**config.mk**
```make
export PLATFORM = sky130hd
export DESIGN_NAME = sync_trigger_gen
export DESIGN_NICKNAME = d
export VERILOG_FILES = /design/src/rtl/sync_trigger_gen.sv
export SDC_FILE = /design/constraint.sdc
export NUM_CORES = 1
export LEC_CHECK = 0
export BUFFER_PORTS_ARGS = -buffer_cell sky130_fd_sc_hd__clkbuf_2
export CAP_MARGIN = 20
export CORE_MARGIN = 5
export CORE_UTILIZATION = 45
export DETAILED_ROUTE_END_ITERATION = 6
export GPL_TIMING_DRIVEN = 0
export HOLD_SLACK_MARGIN = 0.06
export PLACE_DENSITY = 0.69
export SETUP_SLACK_MARGIN = 0.5
export SLEW_MARGIN = 30
export SYNTH_ARGS = -nofsm -noshare
export SYNTH_HDL_FRONTEND = slang
export SYNTH_SLANG_ARGS = --single-unit
```
**constraint.sdc**
```tcl
create_clock -name CLK -period 3.3 [get_ports CLK]
set_input_delay 0 -clock CLK [delete_from_list [all_inputs] [get_ports CLK]]
set_output_delay 0 -clock CLK [all_outputs]
set_load 0.01 [all_outputs]
```
**src/rtl/sync_trigger_gen.sv**
```systemverilog
// Multi-channel trigger unit: synchronised edge detect, prescaler and delayed width-programmed pulse.
// Define SYNC_TRIG_SYNC_EN to add a two-flop metastability synchroniser on every SYNC_IN.
module sync_trigger_gen #(
    parameter int CHANNELS       = 2,
    parameter int DELAY_WIDTH    = 16,
    parameter int WIDTH_WIDTH    = 8,
    parameter int PRESCALE_WIDTH = 8
) (
    input  logic                               CLK,
    input  logic                               RST,
    input  logic [CHANNELS-1:0]                SYNC_IN,
    input  logic [CHANNELS-1:0]                ENABLE,
    input  logic [CHANNELS-1:0]                EDGE_SEL,
    input  logic [CHANNELS*DELAY_WIDTH-1:0]    DELAY,
    input  logic [CHANNELS*WIDTH_WIDTH-1:0]    WIDTH,
    input  logic [CHANNELS*PRESCALE_WIDTH-1:0] PRESCALE,
    output logic [CHANNELS-1:0]                STROBE,
    output logic [CHANNELS-1:0]                PULSE,
    output logic [CHANNELS-1:0]                BUSY,
    output logic [CHANNELS*16-1:0]             TRIG_CNT,
    output logic [CHANNELS*8-1:0]              MISSED_CNT
);
    typedef enum logic [1:0] {ST_IDLE, ST_DELAY, ST_PULSE} state_t;

    logic [CHANNELS-1:0] samp_q;
    logic [CHANNELS-1:0] hist_q;
    logic [CHANNELS-1:0] edge_det;
    logic [1:0]          arm_q;
    logic                armed;

`ifdef SYNC_TRIG_SYNC_EN
    localparam logic [1:0] ARM_CYCLES = 2'd3;
    logic [CHANNELS-1:0] meta_q;

    always_ff @(posedge CLK or posedge RST) begin
        if (RST) begin
            meta_q <= '0;
            samp_q <= '0;
        end else begin
            meta_q <= SYNC_IN;
            samp_q <= meta_q;
        end
    end
`else
    localparam logic [1:0] ARM_CYCLES = 2'd2;

    always_ff @(posedge CLK or posedge RST) begin
        if (RST) begin
            samp_q <= '0;
        end else begin
            samp_q <= SYNC_IN;
        end
    end
`endif

    // Edges are ignored until the history flop compares two post-reset samples.
    always_ff @(posedge CLK or posedge RST) begin
        if (RST) begin
            hist_q <= '0;
            arm_q  <= '0;
        end else begin
            hist_q <= samp_q;
            if (arm_q != ARM_CYCLES) begin
                arm_q <= arm_q + 2'd1;
            end
        end
    end

    assign armed    = (arm_q == ARM_CYCLES);
    assign edge_det = (EDGE_SEL & hist_q & ~samp_q) | (~EDGE_SEL & samp_q & ~hist_q);

    for (genvar c = 0; c < CHANNELS; c++) begin : g_ch
        logic [DELAY_WIDTH-1:0]    cfg_dly;
        logic [WIDTH_WIDTH-1:0]    cfg_wid;
        logic [PRESCALE_WIDTH-1:0] cfg_presc;
        state_t                    state_q, state_d;
        logic [DELAY_WIDTH-1:0]    dly_q, dly_d;
        logic [WIDTH_WIDTH-1:0]    wid_q, wid_d;
        logic [PRESCALE_WIDTH-1:0] presc_q, presc_d;
        logic [15:0]               trig_q, trig_d;
        logic [7:0]                miss_q, miss_d;
        logic                      strobe_q, strobe_d;
        logic                      hit;

        assign cfg_dly   = DELAY[c*DELAY_WIDTH +: DELAY_WIDTH];
        assign cfg_wid   = WIDTH[c*WIDTH_WIDTH +: WIDTH_WIDTH];
        assign cfg_presc = PRESCALE[c*PRESCALE_WIDTH +: PRESCALE_WIDTH];

        always_ff @(posedge CLK or posedge RST) begin
            if (RST) begin
                state_q  <= ST_IDLE;
                dly_q    <= '0;
                wid_q    <= '0;
                presc_q  <= '0;
                trig_q   <= '0;
                miss_q   <= '0;
                strobe_q <= 1'b0;
            end else begin
                state_q  <= state_d;
                dly_q    <= dly_d;
                wid_q    <= wid_d;
                presc_q  <= presc_d;
                trig_q   <= trig_d;
                miss_q   <= miss_d;
                strobe_q <= strobe_d;
            end
        end

        always_comb begin
            strobe_d = ENABLE[c] & armed & edge_det[c];
            hit      = 1'b0;
            presc_d  = presc_q;
            state_d  = state_q;
            dly_d    = dly_q;
            wid_d    = wid_q;
            trig_d   = trig_q;
            miss_d   = miss_q;

            if (!ENABLE[c]) begin
                presc_d = '0;
            end else if (strobe_q) begin
                if (presc_q >= cfg_presc) begin
                    hit     = 1'b1;
                    presc_d = '0;
                end else begin
                    presc_d = presc_q + PRESCALE_WIDTH'(1);
                end
            end

            if (hit && state_q != ST_IDLE && miss_q != 8'hFF) begin
                miss_d = miss_q + 8'd1;
            end

            case (state_q)
                ST_IDLE: begin
                    if (hit) begin
                        trig_d = trig_q + 16'd1;
                        dly_d  = cfg_dly;
                        wid_d  = cfg_wid;
                        // A zero width counts the trigger but never leaves IDLE.
                        if (cfg_wid != '0) begin
                            state_d = (cfg_dly != '0) ? ST_DELAY : ST_PULSE;
                        end
                    end
                end
                ST_DELAY: begin
                    if (dly_q <= DELAY_WIDTH'(1)) begin
                        state_d = ST_PULSE;
                    end else begin
                        dly_d = dly_q - DELAY_WIDTH'(1);
                    end
                end
                ST_PULSE: begin
                    if (wid_q <= WIDTH_WIDTH'(1)) begin
                        state_d = ST_IDLE;
                    end else begin
                        wid_d = wid_q - WIDTH_WIDTH'(1);
                    end
                end
                default: state_d = ST_IDLE;
            endcase

            if (!ENABLE[c]) begin
                state_d = ST_IDLE;
            end
        end

        assign STROBE[c]             = strobe_q;
        assign PULSE[c]              = (state_q == ST_PULSE);
        assign BUSY[c]               = (state_q != ST_IDLE);
        assign TRIG_CNT[c*16 +: 16]  = trig_q;
        assign MISSED_CNT[c*8 +: 8]  = miss_q;
    end
endmodule

```
# After elaboration in Yosys (flattened, before gate mapping)
# Cells that the tools add are included.
# word_totals
regBits	124
inputBits	72
out_inout_bits	54
# op_classes
n_addsub	11
n_lt_le_gt_ge	6
n_eq_ne	24
muxes	38
bitwise	12
n_reduce_logical	24
# op_table
cell	count
$mux W8	10
$mux W16	4
$pmux W16 S2	2
$add A16 B1 Y16 const B	2
$add A8 B1 Y8 const B	4
$le A16 B1 Y1 const B	2
$pmux W8 S2	2
$reduce_bool A16 Y1	2
$sub A16 B1 Y16 const B	2
$mux W2	12
$ne A3 B3 Y1 const B	6
$ge A8 B8 Y1	2
$le A8 B1 Y1 const B	2
$ne A8 B8 Y1 const B	2
$reduce_bool A8 Y1	2
$sub A8 B1 Y8 const B	2
$ne A2 B2 Y1 const B	7
$pmux W2 S3	2
$reduce_and A3 Y1	4
$reduce_bool A2 Y1	6
$and A2 B2 Y2	4
$reduce_and A4 Y1	2
$eq A2 B2 Y1 const B	3
$mux W1	6
other kinds (10)	23

# Logic depth before layout (Yosys ltp)
# logic_depth
ltp_word	7
depth_mapped	10
ltp_nobuf	8

# Worst setup path after synthesis
# Ideal clock, no wire load.
# synth_path
kind	register to register
startpoint	reg g_ch[0].presc_q[0]
endpoint	reg g_ch[0].wid_q[3]
setup_time_ns	0.124
arrival_time_ns	2.079
required_ns	3.176
slack_ns	1.097
path_stages_with_launch	10
path_buffers	1
period_less_slack_ns	2.203
cell_sequence	dfrtp_1 -> inv_1 -> ha_1 -> nand2b_1 -> a2111oi_1 -> o31a_1 -> nor2_1 -> buf_2 -> nor2_1 -> o2bb2ai_1
# synth_between
elab_chain_len	6
# synth_rtl
element	line_no	rtl
from (decl)	79	logic [PRESCALE_WIDTH-1:0] presc_q, presc_d;
from (signal assigned)	102	presc_q <= presc_d;
$ge A8 B8 Y1	122	if (presc_q >= cfg_presc) begin
$mux W1	122	
$mux W1	121	end else if (strobe_q) begin
$mux W1	119	if (!ENABLE[c]) begin
$ne A2 B2 Y1 (no line)	-	
$reduce_and A3 Y1 (no line)	-	
to (signal assigned)	101	wid_q <= wid_d;
to (decl)	78	logic [WIDTH_WIDTH-1:0] wid_q, wid_d;
# Every way passes these cells.
# A chain may end at the register's enable or synchronous reset.

# Worst setup path in the final report
# layout_path
startpoint	reg g_ch[0].presc_q[0]
endpoint	reg g_ch[0].wid_q[5]
# The elaborated chain is that of the path after synthesis.

==> flow_summary.yaml <==
yosys:
  synth-edff-count: 0
  yosys_warnings: 0
  syn-num-nets: 884
  synth_area_leaders: "dfrtp_1 44%, ha_1 5.5%, nor2_1 4.8%"
  synth_area_mm2: 0.00703
  ys_async_sr_fraction_pct: 100
  synthCells: 781
  seq_area_frac_synth_pct: 44.2
  ys_seq_elements: 124
  synth_area_per_cell_um2: 9.00
  synth_top_cell_by_area: "dfrtp_1"
  synth_cell_type_count: 63
  yosysTopAreaCellShare_pct: 44.2
  yosys_most_used_dff: "dfrtp_1"
sta:
  fin_crit_ns: 2.61
  rsz0062_at_grt: "false"
  skew_ns: 0.0129
  slew_viol_final: 0
  final-hold-violation-count: 0
  setup-tns-final_ns: 0
  slew_headroom_pct: 39.9
  finalSetupViolCount: 0
  max_slew.worst_pin.slew_ns: 0.900
  fin_crit_sh_pct: 79.2
  fmax_mhz: 383
routing:
  vias: 6594
  post_drt_via_cell_ratio: 5.45
  routed_wl_mm: 18.2
  wire_per_inst_um: 15.0
  drt-initial-drc-count: 518
  postRouteAntennaNets: 0
  highest_layer: "met4"
  firstDrtPassIters: 5
  dr_wl_met3_um: 906
  routed-wl-met2_mm: 8.37
  met1_length_mm: 8.72
  drc: 0
global_routing:
  antenna_found_initial: 0
  grtUsageTotal_pct: 19.9
  grt_start_max_net_pins: 30
  grt.overflow.total: 0
  grt_pass1_wl_mm: 29.9
  grt_pass1_vias: 6266
floorplanning:
  die_y_um: 135
  rows: 45
  ios: 126
  dieArea_mm2: 0.0182
  start_util_pct: 46.1
  die_w_um: 135
  core_area_mm2: 0.0153
critical_path:
  required_ns: 3.58
  crit_chain: "inv_1 > ha_1 > nand2b_1 > a2111oi_2 > o31a_1 > nor2_1 > buf_2 > nor2_1 > o2bb2ai_1"
  worstPathMaxFanout: 10
  critPathLaunchType: "register"
  rrSetupSlack_ns: 0.69
  worst_path_max_delay_cell: "a2111oi_2"
  cp_data_arrival_time_ns: 2.89
  crit_path_frequent_cell: "nor2_1"
  slowest_delay_ns: 0.43
  path_class: "register to register"
  critPathCaptureType: "register"
layout:
  fillers: 1298
  finalNetCount: 1089
  post-route-util_pct: 60.3
  diodes: 0
  drive_gt1_share_pct: 19.3
  area_growth_pct: 31.0
min_path:
  min_path_type: "primary input to async pin"
clock_tree:
  root_buffer: "clkbuf_16"
  cts-buffers-inserted: 17
  h-tree-depth: 4
  cts_max_path_buffers: 2
  insertion_delay_ns: 0.41
  cts.sinks: 124
  clkTransAtPathRegs_ns: 0.06
  tritoncts: "done"
run:
  drv_cap: 0
place:
  place_congestion: 0.902
  numPortBuffers: 125
  dp_hpwl_mm: 12.9
status:
  outcome: "complete, no violations"
power_and_ir_drop:
  p_leak_nw: 4.42
  ir_drop_v: 0.000395
  power_density_mw_per_mm2: 432
## kinds of logic (layout without fill, tap and decap cells)
kind of cell	Yosys count	count (layout)	synth area share (%)
xor+xnor	53	53	6.60
compound gates	197	197	17.5
mux	4	4	0.605
fa+ha+maj	31	31	5.52
simple gates	303	303	21.6
flops	124	124	44.2
buf+inv	69	287	3.97
## worst max-delay path: cells and delay by family, from the launching register on
| family | cells | cell delay (ns) |
|---|---|---|
| buffers and inverters | 2 | 0.35 |
| adder cells (fa/ha/maj) | 1 | 0.23 |
| flip-flops | 1 | 0.41 |
| AO/OA/AOI/OAI | 3 | 0.88 |
| AND/OR/NAND/NOR | 3 | 0.61 |
## stage by stage
| step | power, W | setup slack (ns) | std cells | area (um^2) | hold slack (ns) |
|---|---|---|---|---|---|
| floorplan | 0.00190 | 1.10 | 781 | 7030 | 0.0314 |
| global placement | 0.00203 | 0.634 | 1117 | 7920 | 0.109 |
| detailed placement | 0.00205 | 0.620 | 1122 | 8040 | -0.00176 |
| CTS | 0.00402 | 0.587 | 1208 | 9180 | 0.105 |
| global route | 0.00415 | 0.561 | 1210 | 9210 | 0.157 |
| finish | 0.00398 | 0.686 | 1210 | 9210 | 0.121 |
## layout by cell type, fill, tap and decap left out, types with 20 or more instances in the layout
master,count
a21oi_1,51
clkbuf_1,23
clkbuf_2,126
dfrtp_1,124
dlygate4sd3_1,54
ha_1,31
inv_1,34
nand2_1,62
nand3_1,23
nand4_1,20
nor2_1,90
nor3_1,25
nor4_1,20
o21ai_0,61
xnor2_1,31
xor2_1,22
## metal layers
layer / GRT usage (%) / vias up
li1: - / 3230
met3: 4.84 / 21
met1: 28.1 / 3144
met5: 0 / -
met2: 30.7 / 199
met4: 5.66 / 0
## report_power, final
part / internal [W] / switching (W)
Combinational: 0.000201 / 0.000212
Clock: 0.00122 / 0.000677
Sequential: 0.00159 / 0.0000741
Total: 0.00302 / 0.000963
## cell usage after synthesis (5+ instances only)
master	number
ha_1	31
a22oi_1	10
xnor2_1	31
o2bb2ai_1	8
nand2b_1	9
nor4_1	21
and2_1	8
buf_2	9
nor3_1	25
a21oi_1	51
o21a_1	7
a211oi_1	5
xor2_1	22
o22a_1	14
and3_1	15
inv_1	35
a31oi_1	14
dfrtp_1	124
nor2_1	90
o21ai_0	61
nand3_1	23
nand2_1	62
nand4_1	20
clkbuf_1	21
## state kept, by name, indices dropped and copies added (netlist names)
register       cells
g_ch.dly_q        32
g_ch.trig_q       32
g_ch.miss_q       16
g_ch.presc_q      16
g_ch.wid_q        16
g_ch.state_q       4
arm_q              2
g_ch.strobe_q      2
hist_q             2
samp_q             2
## cell type report
class / count / area [um^2] / share of cell area, %
inverter: 36 / 139 / 1.51
clock buffer: 21 / 460 / 5.00
tap: 211 / 264 / 2.87
timing repair buffer: 186 / 1300 / 14.1
clock inverter: 11 / 143 / 1.55
buffer: 33 / 144 / 1.56
multi-input combinational: 588 / 3660 / 39.7
sequential: 124 / 3100 / 33.7
## repair_timing
action | 4_1_cts | 5_1_grt
endpoints found under the hold margin | 151 | 0
gates resized for setup | 0 | 1
endpoints found under the setup margin | 0 | 4
hold buffers | 54 | 0
buffers inserted | 0 | 2
## worst paths after layout
kind / from / endpoint / cells after the start
min in group CLK: ENABLE[1] / g_ch[1].presc_q[5]$_DFFE_PP0P_ / 5
max in group asynchronous: RST / g_ch[1].wid_q[0]$_DFFE_PP0P_ / 6
hold / removal: RST / g_ch[1].miss_q[0]$_DFFE_PP0P_ / 3
setup / recovery: g_ch[0].presc_q[0]$_DFFE_PP0P_ / g_ch[0].wid_q[5]$_DFFE_PP0P_ / 9
setup reg to reg: g_ch[0].presc_q[0]$_DFFE_PP0P_ / g_ch[0].wid_q[5]$_DFFE_PP0P_ / 9
hold reg to reg: samp_q[0]$_DFF_PP0_ / hist_q[0]$_DFF_PP0_ / 0
No activity file was read; power rests on OpenSTA's default activity.
